$ cat config.mk
export PLATFORM = sky130hd
export DESIGN_NAME = hazard_stall_ctrl
export DESIGN_NICKNAME = d
export VERILOG_FILES = /design/src/rtl/hazard_pkg.sv /design/src/rtl/hazard_sat_counter.sv /design/src/rtl/hazard_stall_ctrl.sv
export SDC_FILE = /design/constraint.sdc
export NUM_CORES = 1
export LEC_CHECK = 0
export ABC_CLOCK_PERIOD_IN_PS = 2700
export BUFFER_PORTS_ARGS = -buffer_cell sky130_fd_sc_hd__buf_2
export CORE_MARGIN = 2
export CORE_UTILIZATION = 40
export DETAILED_ROUTE_END_ITERATION = 10
export PLACE_DENSITY = 0.74
export SKIP_LAST_GASP = 1
export SLEW_MARGIN = 20
export SYNTH_ARGS = -nofsm -noshare
export SYNTH_HDL_FRONTEND = slang
export SYNTH_HIERARCHICAL = 1
export SYNTH_SLANG_ARGS = --single-unit
$ cat constraint.sdc
create_clock -name clk -period 2.7 [get_ports clk]
set_clock_uncertainty 0.05 [all_clocks]
set_input_delay 0.405 -clock clk [delete_from_list [all_inputs] [get_ports clk]]
set_output_delay 0.405 -clock clk [all_outputs]
set_load 0.005 [all_outputs]
$ cat src/rtl/hazard_pkg.sv
`default_nettype none
// ============================================================================
// Package     : hazard_pkg
// Description : Shared opcodes and FSM state type for the load-use hazard /
//               stall / flush controller.
// Revision    : 1.0 - initial release
// ============================================================================
package hazard_pkg;

  // Opcodes whose rt field is a source operand (R-type ALU, store, branches)
  localparam logic [5:0] OPC_RTYPE = 6'b000000;
  localparam logic [5:0] OPC_SW    = 6'b101011;
  localparam logic [5:0] OPC_BEQ   = 6'b000100;
  localparam logic [5:0] OPC_BNE   = 6'b000101;

  typedef enum logic {
    RUN   = 1'b0,
    STALL = 1'b1
  } hz_state_t;

endpackage : hazard_pkg
`default_nettype wire

$ cat src/rtl/hazard_sat_counter.sv
`default_nettype none
// ============================================================================
// Module      : hazard_sat_counter
// Description : W-bit event counter that sticks at all-ones instead of
//               wrapping. Synchronous active-high clear.
// Revision    : 1.0 - initial release
// ============================================================================
module hazard_sat_counter #(
  parameter int W = 16
) (
  input  logic         clk,
  input  logic         rst,
  input  logic         inc,
  output logic [W-1:0] count
);

  logic [W-1:0] count_q;

  // Count events; hold once every bit is set
  always_ff @(posedge clk) begin
    if (rst) begin
      count_q <= '0;
    end else if (inc && (count_q != {W{1'b1}})) begin
      count_q <= count_q + W'(1);
    end
  end

  assign count = count_q;

endmodule : hazard_sat_counter
`default_nettype wire

$ cat src/rtl/hazard_stall_ctrl.sv
`default_nettype none
// ============================================================================
// Module      : hazard_stall_ctrl
// Description : Load-use hazard detection and stall/flush control for the
//               5-stage MIPS pipeline. Drives PC write enable, IF/ID write
//               enable and flush, and the ID control-zeroing mux. A taken
//               branch always wins over a pending or new stall. Keeps
//               saturating statistics of stalled cycles and flush events.
// Revision    : 1.0 - initial release
// ============================================================================
module hazard_stall_ctrl
  import hazard_pkg::*;
#(
  parameter int REG_W        = 5,
  parameter int OPC_W        = 6,
  parameter int STALL_CYCLES = 1,
  parameter int CNT_W        = 16
) (
  input  logic             clk,
  input  logic             rst,
  input  logic             idex_mem_read,
  input  logic [REG_W-1:0] idex_rt,
  input  logic [REG_W-1:0] ifid_rs,
  input  logic [REG_W-1:0] ifid_rt,
  input  logic [OPC_W-1:0] ifid_opc,
  input  logic             branch_taken,
  output logic             pc_write,
  output logic             ifid_write,
  output logic             id_ctrl_en,
  output logic             ifid_flush,
  output logic [CNT_W-1:0] stall_count,
  output logic [CNT_W-1:0] flush_count
);

  // The remaining-cycles counter is 4 bits, so only 1..15 bubbles fit
  generate
    if ((STALL_CYCLES < 1) || (STALL_CYCLES > 15)) begin : g_bad_stall_cycles
      $error("hazard_stall_ctrl: STALL_CYCLES must be in 1..15");
    end
  endgenerate

  // Cycles still to stall after the detecting cycle itself
  localparam logic [3:0] REM_LOAD = 4'(STALL_CYCLES - 1);

  hz_state_t  state_q, state_d;
  logic [3:0] rem_q, rem_d;

  logic rt_used;
  logic detect;
  logic stall_inc;
  logic flush_inc;

  // rt is a source only for R-type, SW and the two compare branches
  assign rt_used = (ifid_opc == OPC_W'(OPC_RTYPE)) ||
                   (ifid_opc == OPC_W'(OPC_SW))    ||
                   (ifid_opc == OPC_W'(OPC_BEQ))   ||
                   (ifid_opc == OPC_W'(OPC_BNE));

  // $zero is never a real dependency, so a load to r0 cannot cause a hazard
  assign detect = idex_mem_read && (idex_rt != '0) &&
                  ((idex_rt == ifid_rs) || (rt_used && (idex_rt == ifid_rt)));

  // Next-state and Mealy control outputs; reset forces the pass pattern
  always_comb begin
    state_d    = state_q;
    rem_d      = rem_q;
    pc_write   = 1'b1;
    ifid_write = 1'b1;
    id_ctrl_en = 1'b1;
    ifid_flush = 1'b0;
    if (rst) begin
      state_d = RUN;
      rem_d   = '0;
    end else begin
      case (state_q)
        RUN: begin
          if (branch_taken) begin
            ifid_flush = 1'b1;
            id_ctrl_en = 1'b0;
          end else if (detect) begin
            pc_write   = 1'b0;
            ifid_write = 1'b0;
            id_ctrl_en = 1'b0;
            if (STALL_CYCLES > 1) begin
              state_d = STALL;
              rem_d   = REM_LOAD;
            end
          end
        end
        STALL: begin
          if (branch_taken) begin
            ifid_flush = 1'b1;
            id_ctrl_en = 1'b0;
            state_d    = RUN;
            rem_d      = '0;
          end else begin
            // The load has already left ID/EX, so detect is not consulted here
            pc_write   = 1'b0;
            ifid_write = 1'b0;
            id_ctrl_en = 1'b0;
            rem_d      = rem_q - 4'd1;
            if (rem_q == 4'd1) begin
              state_d = RUN;
            end
          end
        end
      endcase
    end
  end

  // State and remaining-cycle registers
  always_ff @(posedge clk) begin
    if (rst) begin
      state_q <= RUN;
      rem_q   <= '0;
    end else begin
      state_q <= state_d;
      rem_q   <= rem_d;
    end
  end

  assign stall_inc = !rst && !pc_write;
  assign flush_inc = ifid_flush;

  hazard_sat_counter #(.W(CNT_W)) u_stall_cnt (
    .clk   (clk),
    .rst   (rst),
    .inc   (stall_inc),
    .count (stall_count)
  );

  hazard_sat_counter #(.W(CNT_W)) u_flush_cnt (
    .clk   (clk),
    .rst   (rst),
    .inc   (flush_inc),
    .count (flush_count)
  );

endmodule : hazard_stall_ctrl
`default_nettype wire

; Word-level counts from Yosys, hierarchy flattened
; Cells that the tools add are included.
[totals]
output_inout_bits = 36
word_cells = 42
ff_bits = 37
input_bits = 25
[op_classes]
reduce_logical = 15
n_addsub = 3
n_mux = 11
n_eq_ne = 8
bitwise = 1
[op_table]
columns = op, n
row1 = $add A16 B1 Y16 const B, 2
row2 = $ne A16 B16 Y1 const B, 2
row3 = $eq A6 B3 Y1 const B, 2
row4 = $eq A5 B5 Y1, 2
row5 = $mux W1, 8
row6 = $eq A6 B6 Y1 const B, 1
row7 = $logic_and A1 B1 Y1, 6
row8 = $logic_not A6 Y1, 1
row9 = $reduce_bool A5 Y1, 1
row10 = $eq A4 B1 Y1 const B, 1
row11 = $logic_or A1 B1 Y1, 4
row12 = $mux W4, 1
row13 = $pmux W1 S2, 2
row14 = $sub A4 B1 Y4 const B, 1
row15 = $reduce_or A3 Y1, 1
row16 = $logic_not A1 Y1, 2
row17 = $not A1 Y1, 1

; Depth between registers and ports, before layout
; Gate-level depths: netlist of the first run.
[logic_depth]
word_depth = 14
ltp_mapped = 8
ltp_nobuf = 8

; By module
; The synthesis of the first run kept the hierarchy.
[by_module_without_submodules]
columns = module, n_inst, cells_per_inst, area_per_inst_um2, seq_area_each_um2
row1 = hazard_sat_counter, 2, 99, 848.3, 320.3
row2 = hazard_stall_ctrl, 1, 54, 466.7, 100.1

; Worst setup path before layout of the first run
; Ideal clock, no wire load.
[synth_path]
path_kind = input-to-reg
startpoint = input ifid_opc[0]
endpoint = register u_stall_cnt.count_q[7] (netlist: u_stall_cnt/count[7])
stages = 8
setup_ns = 0.070
path_slack_ns = 0.124
t_required_ns = 2.580
path_buffers = 1
arrival_time_ns = 2.456
path_cell_list = nor2b_1 or4_4 a2111oi_4 o31a_1 nand2_1 clkbuf_1 or4_1 a21oi_1
[synth_via]
elab_chain_cells = 14
word_cells_on_any_way = 17
cone_classes = eq/ne: 3 / mux: 4 / reduce/logical: 10
[synth_lines]
columns = item, line
row1 = "start, declared", hazard_stall_ctrl.sv:25  ; input logic [OPC_W-1:0] ifid_opc,
row2 = $eq A6 B6 Y1 or $logic_not A6 Y1 (tied branches), "hazard_stall_ctrl.sv:55, hazard_stall_ctrl.sv:54"
row3 = $logic_or A1 B1 Y1, hazard_stall_ctrl.sv:54  ; assign rt_used = (ifid_opc == OPC_W'(OPC_RTYPE)) ||
row4 = $logic_or A1 B1 Y1, hazard_stall_ctrl.sv:55  ; (ifid_opc == OPC_W'(OPC_SW)) ||
row5 = $logic_or A1 B1 Y1 *, hazard_stall_ctrl.sv:56  ; (ifid_opc == OPC_W'(OPC_BEQ)) ||
row6 = $logic_and A1 B1 Y1 *, hazard_stall_ctrl.sv:61  ; ((idex_rt == ifid_rs) || (rt_used && (idex_rt == ifid_rt)));
row7 = $logic_or A1 B1 Y1 *, hazard_stall_ctrl.sv:61
row8 = $logic_and A1 B1 Y1 *, hazard_stall_ctrl.sv:60  ; assign detect = idex_mem_read && (idex_rt != '0) &&
row9 = $mux W1 *, hazard_stall_ctrl.sv:80  ; end else if (detect) begin
row10 = $mux W1 *, hazard_stall_ctrl.sv:77  ; if (branch_taken) begin
row11 = $pmux W1 S2 *, hazard_stall_ctrl.sv:75  ; case (state_q)
row12 = $mux W1 *, hazard_stall_ctrl.sv:71  ; if (rst) begin
row13 = $logic_not A1 Y1 *, hazard_stall_ctrl.sv:122  ; assign stall_inc = !rst && !pc_write;
row14 = $logic_and A1 B1 Y1 *, hazard_stall_ctrl.sv:122
row15 = via stall_inc, hazard_stall_ctrl.sv:50  ; logic stall_inc;
row16 = $logic_and A1 B1 Y1 *, hazard_sat_counter.sv:23  ; end else if (inc && (count_q != {W{1'b1}})) begin
row17 = "end signal, assigned", hazard_sat_counter.sv:24  ; count_q <= count_q + W'(1);
row18 = "end, declared", hazard_sat_counter.sv:17  ; logic [W-1:0] count_q;
; The timed path passes the listed nets; every way through them passes the cells marked *.
; A chain may end at the register's enable or synchronous reset.

; Worst setup path after layout of the first run
[layout_path]
startpoint = input ifid_opc[0]
endpoint = register u_stall_cnt.count_q[6] (netlist: u_stall_cnt/count[6])
; Same word-level chain as after synthesis.

==> results.toml, run 1 <==
[worst_setup_path]
worstSetupEndpointType = "register"
path_cells = "buf_2, nor2b_1, or4_4, a2111oi_4, o31a_1, buf_4, and4_1, o41ai_1, or3_1, a21oi_1"
timing.rr.start = "u_stall_cnt/count[0]$_SDFFE_PP0P_"
path_buf_inv = 2
cp_slowest_stage_delay_ns = 0.43
startpoint_type = "input port"
crit_fanout = 5
crit_arrival_ns = 2.59
rr_endpoint = "u_stall_cnt/count[13]$_SDFFE_PP0P_"
cp.required_ns = 2.85
critPathTopFamily = "simple AND/OR/NAND/NOR gates"
path_class = "input port to register"
r2r_cells = 6
rrSetupSlack_ns = 0.75
crit_slowest_cell = "or4_4"

[grt]
antenna_found_initial = 0
grt_max_degree = 42
grt_pass1_wl_mm = 8.82
grtUsageTotal_pct = 17.6
grt_pass1_vias = 1965
globalRouteOverflowTotal = 0

[place]
place_congestion = 0.824
dpl.hpwl_mm = 3.86
io_buffers = 60

[cts]
worstSkewPairLatency_ns = 0.27
post-cts-setup-buffer-count = 0
cts.sinks = 37
cts_buffer_depth = 2
tritoncts = "built"
numCtsBuffers = 5
ctsResizeCount = 0
h-tree-depth = 2
path_clk_slew_ns = 0.07
hold_buffers = 0
cts-root-buf = "clkbuf_8"

[yosys]
netlist_instances = 252
yosysMostFrequentCell = "dfxtp_1"
yosysWarnings = 6
netlist_top_cells_area = "dfxtp_1, a21oi_1, or4_1"
ys_types = 42
synthArstFlopShare_pct = 0
synth-seq-cells = 37
synthFlopType = "dfxtp_1"
ys_seq_area_share_pct = 34.2
synth_top_cell_by_area = "dfxtp_1"
syn_avg_cell_area_um2 = 8.58
synth_common_cells = "dfxtp_1, a21oi_1, nor2_1"
synth_top_area_share_pct = 34.2
mappedNetlistArea_um2 = 2160
syn_nets = 281
synth_edf_count = 0

[floorplan]
io_pins = 61
dieHeight_um = 77.5
coreArea_um2 = 5170
row_count = 26
start_util_pct = 41.8
dieArea_um2 = 6010
die_w_um = 77.5

[status]
status = "finished clean"

[drt]
wl_mm = 5.29
antenna_left = 0
vias = 2147
drt_drc_violations_left = 0
routedWlPerCell_um = 13.6
first_pass_iters = 4
vias_per_cell = 5.52
first_iter_violations = 100

[layout]
multi_input_area_um2 = 1350
drive_gt1_share_pct = 27.3
num-fill-cells = 509
syn_to_final_growth_pct = 23.2
diodes = 0
regArea_um2 = 741
nets = 348
fin_util_pct = 51.5

[sta]
finalHoldViolCount = 0
period_share_pct = 90.2
slew_headroom_pct = 53.5
max_freq_mhz = 410
setup_viol = 0
fin_tns_setup_ns = 0
rsz0062_at_grt = "no"
drv_slew = 0
tightest_slew_ns = 0.688
hold_ws_ns = 0.473
period_minus_slack_ns = 2.44

[pwr]
irDropWorstVdd_uv = 226
p_leak_nw = 1.01
power.density_nw_per_um2 = 377

[worst_hold_path]
min_to = "rem_q[0]$_SDFFE_PP0P_"
min_path_cells = 4
hp-start = "branch_taken"
hp-class = "input port to register"

[run]
maxCapViolations = 0
cell usage in the layout, fill, tap and decap left out, drive strengths merged, types with 8 or more instances in the layout:
cell   count
nand4     10
inv        9
or4       16
dfxtp     37
o21ai     11
a21oi     21
nor3       9
xnor2     12
nand2     14
nor4       8
o31ai     13
nor2      20
buf       69
nand3     13
worst register-to-register path, cell delays in order, from the launching register on:
cell and delay (ns):
dfxtp_1 0.42, ha_1 0.26, nand3_1 0.16, nor4_4 0.47
buf_4 0.26, or4_1 0.13, a21oi_1 0.07
sequential cells by signal (all words and copies together) (netlist names):
signal,flops
u_flush_cnt/count,16
u_stall_cnt/count,16
state_q,1
rem_q,4
where the power goes:
| part | total (mW) | internal [mW] | switching, mW |
|---|---|---|---|
| logic | 0.0725 | 0.0333 | 0.0392 |
| clock network | 0.384 | 0.203 | 0.181 |
| registers | 0.549 | 0.547 | 0.00213 |
worst max-delay path by stage:
stage | cells past startpoint | endpoint | from | slack, ns
finish | 10 | u_stall_cnt/count[6]$_SDFFE_PP0P_ | ifid_opc[0] | 0.26
global route | 10 | u_stall_cnt/count[6]$_SDFFE_PP0P_ | ifid_opc[0] | 0.12
CTS | 10 | u_stall_cnt/count[6]$_SDFFE_PP0P_ | ifid_opc[0] | 0.28
detailed placement | 10 | u_stall_cnt/count[6]$_SDFFE_PP0P_ | ifid_opc[0] | 0.0005
global placement | 10 | u_stall_cnt/count[6]$_SDFFE_PP0P_ | ifid_opc[0] | 0.05
floorplan | 8 | u_stall_cnt/count[7]$_SDFFE_PP0P_ | ifid_opc[0] | 0.12
per-layer routing:
metal	wire, µm	track usage [%]
met5	0	0
met1	2560	22.6
met4	34	4.82
met2	2500	30.5
met3	189	3.02
logic make-up after synthesis:
kind of cell,Yosys count,synth area share (%)
AO/OA/AOI/OAI,56,17.5
XOR/XNOR,14,5.67
adder cells (fa/ha/maj),4,2.31
buffers and inverters,18,3.41
flip-flops,37,34.2
multiplexers,5,2.43
AND/OR/NAND/NOR,118,34.4
per-stage QoR:
stage	total power, mW	worst slack, ns	area [µm²]	std cells
2_1_floorplan	0.597	0.124	2160	252
3_3_place_gp	0.632	0.0502	2580	382
6_report	1.01	0.264	2670	389
4_1_cts	1.02	0.282	2670	389
3_5_place_dp	0.634	0.000534	2580	382
5_1_grt	1.04	0.118	2670	389
final cells by class:
type / instances / area share [%]
flip-flops and latches: 37 / 27.8
repair buffers: 69 / 13.8
multi-input cells: 197 / 50.6
well taps: 70 / 3.29
inverters: 9 / 1.27
clock buffers: 7 / 3.24
Note: power is estimated with default switching activity, not from simulation.
==> inputs of run 2 (changes only) <==
--- a/config.mk
+++ b/config.mk
@@ -8,9 +8,9 @@
 export ABC_CLOCK_PERIOD_IN_PS = 2700
 export BUFFER_PORTS_ARGS = -buffer_cell sky130_fd_sc_hd__buf_2
 export CORE_MARGIN = 2
-export CORE_UTILIZATION = 40
+export CORE_UTILIZATION = 45
 export DETAILED_ROUTE_END_ITERATION = 10
-export PLACE_DENSITY = 0.74
+export PLACE_DENSITY = 0.81
 export SKIP_LAST_GASP = 1
 export SLEW_MARGIN = 20
 export SYNTH_ARGS = -nofsm -noshare
==> results.toml, run 2 (synthesized netlist as in run 1, its figures left out) <==
[worst_setup_path]
rr_endpoint = "u_stall_cnt/count[13]$_SDFFE_PP0P_"
crit_arrival_ns = 2.63
cp.required_ns = 2.87
r2r_cells = 6
crit_fanout = 10
cp-endpoint = "u_stall_cnt/count[13]$_SDFFE_PP0P_"
critPathTopFamily = "simple AND/OR/NAND/NOR gates"
worstSetupEndpointType = "register"
timing.rr.start = "state_q$_SDFF_PP0_"
cp_slowest_stage_delay_ns = 0.47
worstSetupStartpoint = "ifid_opc[0]"
path_buf_inv = 2
path_class = "input port to register"
worst-path-stages = 9
crit_slowest_cell = "or4_1"
rrSetupSlack_ns = 0.76
path_cells = "buf_2, nor2b_1, or4_4, a2111oi_4, o31a_1, nand2_1, buf_4, or4_1, a21oi_1"
startpoint_type = "input port"

[cts]
hold_buffers = 0
cts_buffer_depth = 2
post-cts-setup-buffer-count = 0
ctsResizeCount = 0
numCtsBuffers = 5
cts-root-buf = "clkbuf_8"
cts.sinks = 37
h-tree-depth = 2
worstSkewPairLatency_ns = 0.28
path_clk_slew_ns = 0.07
tritoncts = "built"

[sta]
hold_ws_ns = 0.476
rsz0062_at_grt = "no"
finalHoldViolCount = 0
slew_headroom_pct = 57.9
fin_tns_setup_ns = 0
max_freq_mhz = 406
tightest_slew_ns = 0.623
setup_viol = 0
period_minus_slack_ns = 2.47
drv_slew = 0
period_share_pct = 91.3

[floorplan]
row_count = 25
start_util_pct = 46.1
die_w_um = 73.3
coreArea_um2 = 4690
dieArea_um2 = 5380
io_pins = 61
dieHeight_um = 73.3

[pwr]
p_leak_nw = 1.00
power.density_nw_per_um2 = 376
irDropWorstVdd_uv = 244

[grt]
antenna_found_initial = 0
grt_max_degree = 42
grt_pass1_vias = 1782
grt_pass1_wl_mm = 7.76
globalRouteOverflowTotal = 0
grtUsageTotal_pct = 17.9

[place]
io_buffers = 60
dpl.hpwl_mm = 3.70
place_congestion = 0.811
placedCellCount = 364

[drt]
drt_drc_violations_left = 0
first_iter_violations = 154
met2_length_mm = 2.49
routedWlPerCell_um = 13.4
vias_per_cell = 5.77
drt-met1-wl_mm = 2.23
wl_mm = 4.97
antenna_left = 0
first_pass_iters = 4
routed.top_layer = "met4"
met3_wirelength_um = 186
vias = 2148

[layout]
fin_cells = 372
drive_gt1_share_pct = 27.0
mostFrequentLayoutCell = "buf_2"
fin_util_pct = 56.0
layout_common_cells = "buf_2, dfxtp_1, a21oi_1"
diodes = 0
nets = 346
syn_to_final_growth_pct = 21.4
num-fill-cells = 428

[run]
maxCapViolations = 0

[worst_hold_path]
hp-class = "input port to register"

[status]
status = "finished clean"
## run 2: how the worst min path moves through the flow
stage                                      start                           endpoint  cells past startpoint
3_3_place_gp   u_flush_cnt/count[1]$_SDFFE_PP0P_  u_flush_cnt/count[1]$_SDFFE_PP0P_                      2
4_1_cts                             branch_taken              rem_q[0]$_SDFFE_PP0P_                      4
2_1_floorplan                                rst              rem_q[1]$_SDFFE_PP0P_                      1
6_report                            branch_taken              rem_q[0]$_SDFFE_PP0P_                      4
5_1_grt                             branch_taken              rem_q[0]$_SDFFE_PP0P_                      4
3_5_place_dp   u_flush_cnt/count[1]$_SDFFE_PP0P_  u_flush_cnt/count[1]$_SDFFE_PP0P_                      2
## run 2: area by class of cell
class | instances | area (µm²) | area share [%]
Sequential cell | 37 | 741 | 28.2
Timing Repair Buffer | 67 | 353 | 13.4
Multi-Input combinational cell | 197 | 1350 | 51.4
Clock inverter | 2 | 10.0 | 0.381
Tap cell | 54 | 67.6 | 2.57
Clock buffer | 6 | 72.6 | 2.76
Inverter | 9 | 33.8 | 1.29
## run 2: stage by stage
stage / cell area [µm²] / setup WS [ns] / power [mW]
floorplan: 2160 / 0.124 / 0.597
global placement: 2540 / 0.00694 / 0.631
detailed placement: 2540 / -0.0650 / 0.633
CTS: 2630 / 0.237 / 0.998
global route: 2630 / 0.0795 / 1.03
finish: 2630 / 0.234 / 0.987
## run 2: worst register-to-register path, stage by stage, from the launching register on
cell and delay [ns]:
dfxtp_1 0.44, nor2b_1 0.26, o31a_1 0.25, nand2_1 0.09
buf_4 0.17, or4_1 0.47, a21oi_1 0.14
## run 2: layer usage
layer,track usage [%],up-vias
met5,0,-
met4,5.05,0
met3,3.98,6
met2,31.0,42
met1,22.4,1014
li1,-,1086
## run 2: power by group
part	internal, mW	leakage, nW	switching (mW)	total (mW)
sequential	0.547	0.298	0.00196	0.549
combinational	0.0334	0.662	0.0378	0.0712
clock	0.179	0.0450	0.188	0.367
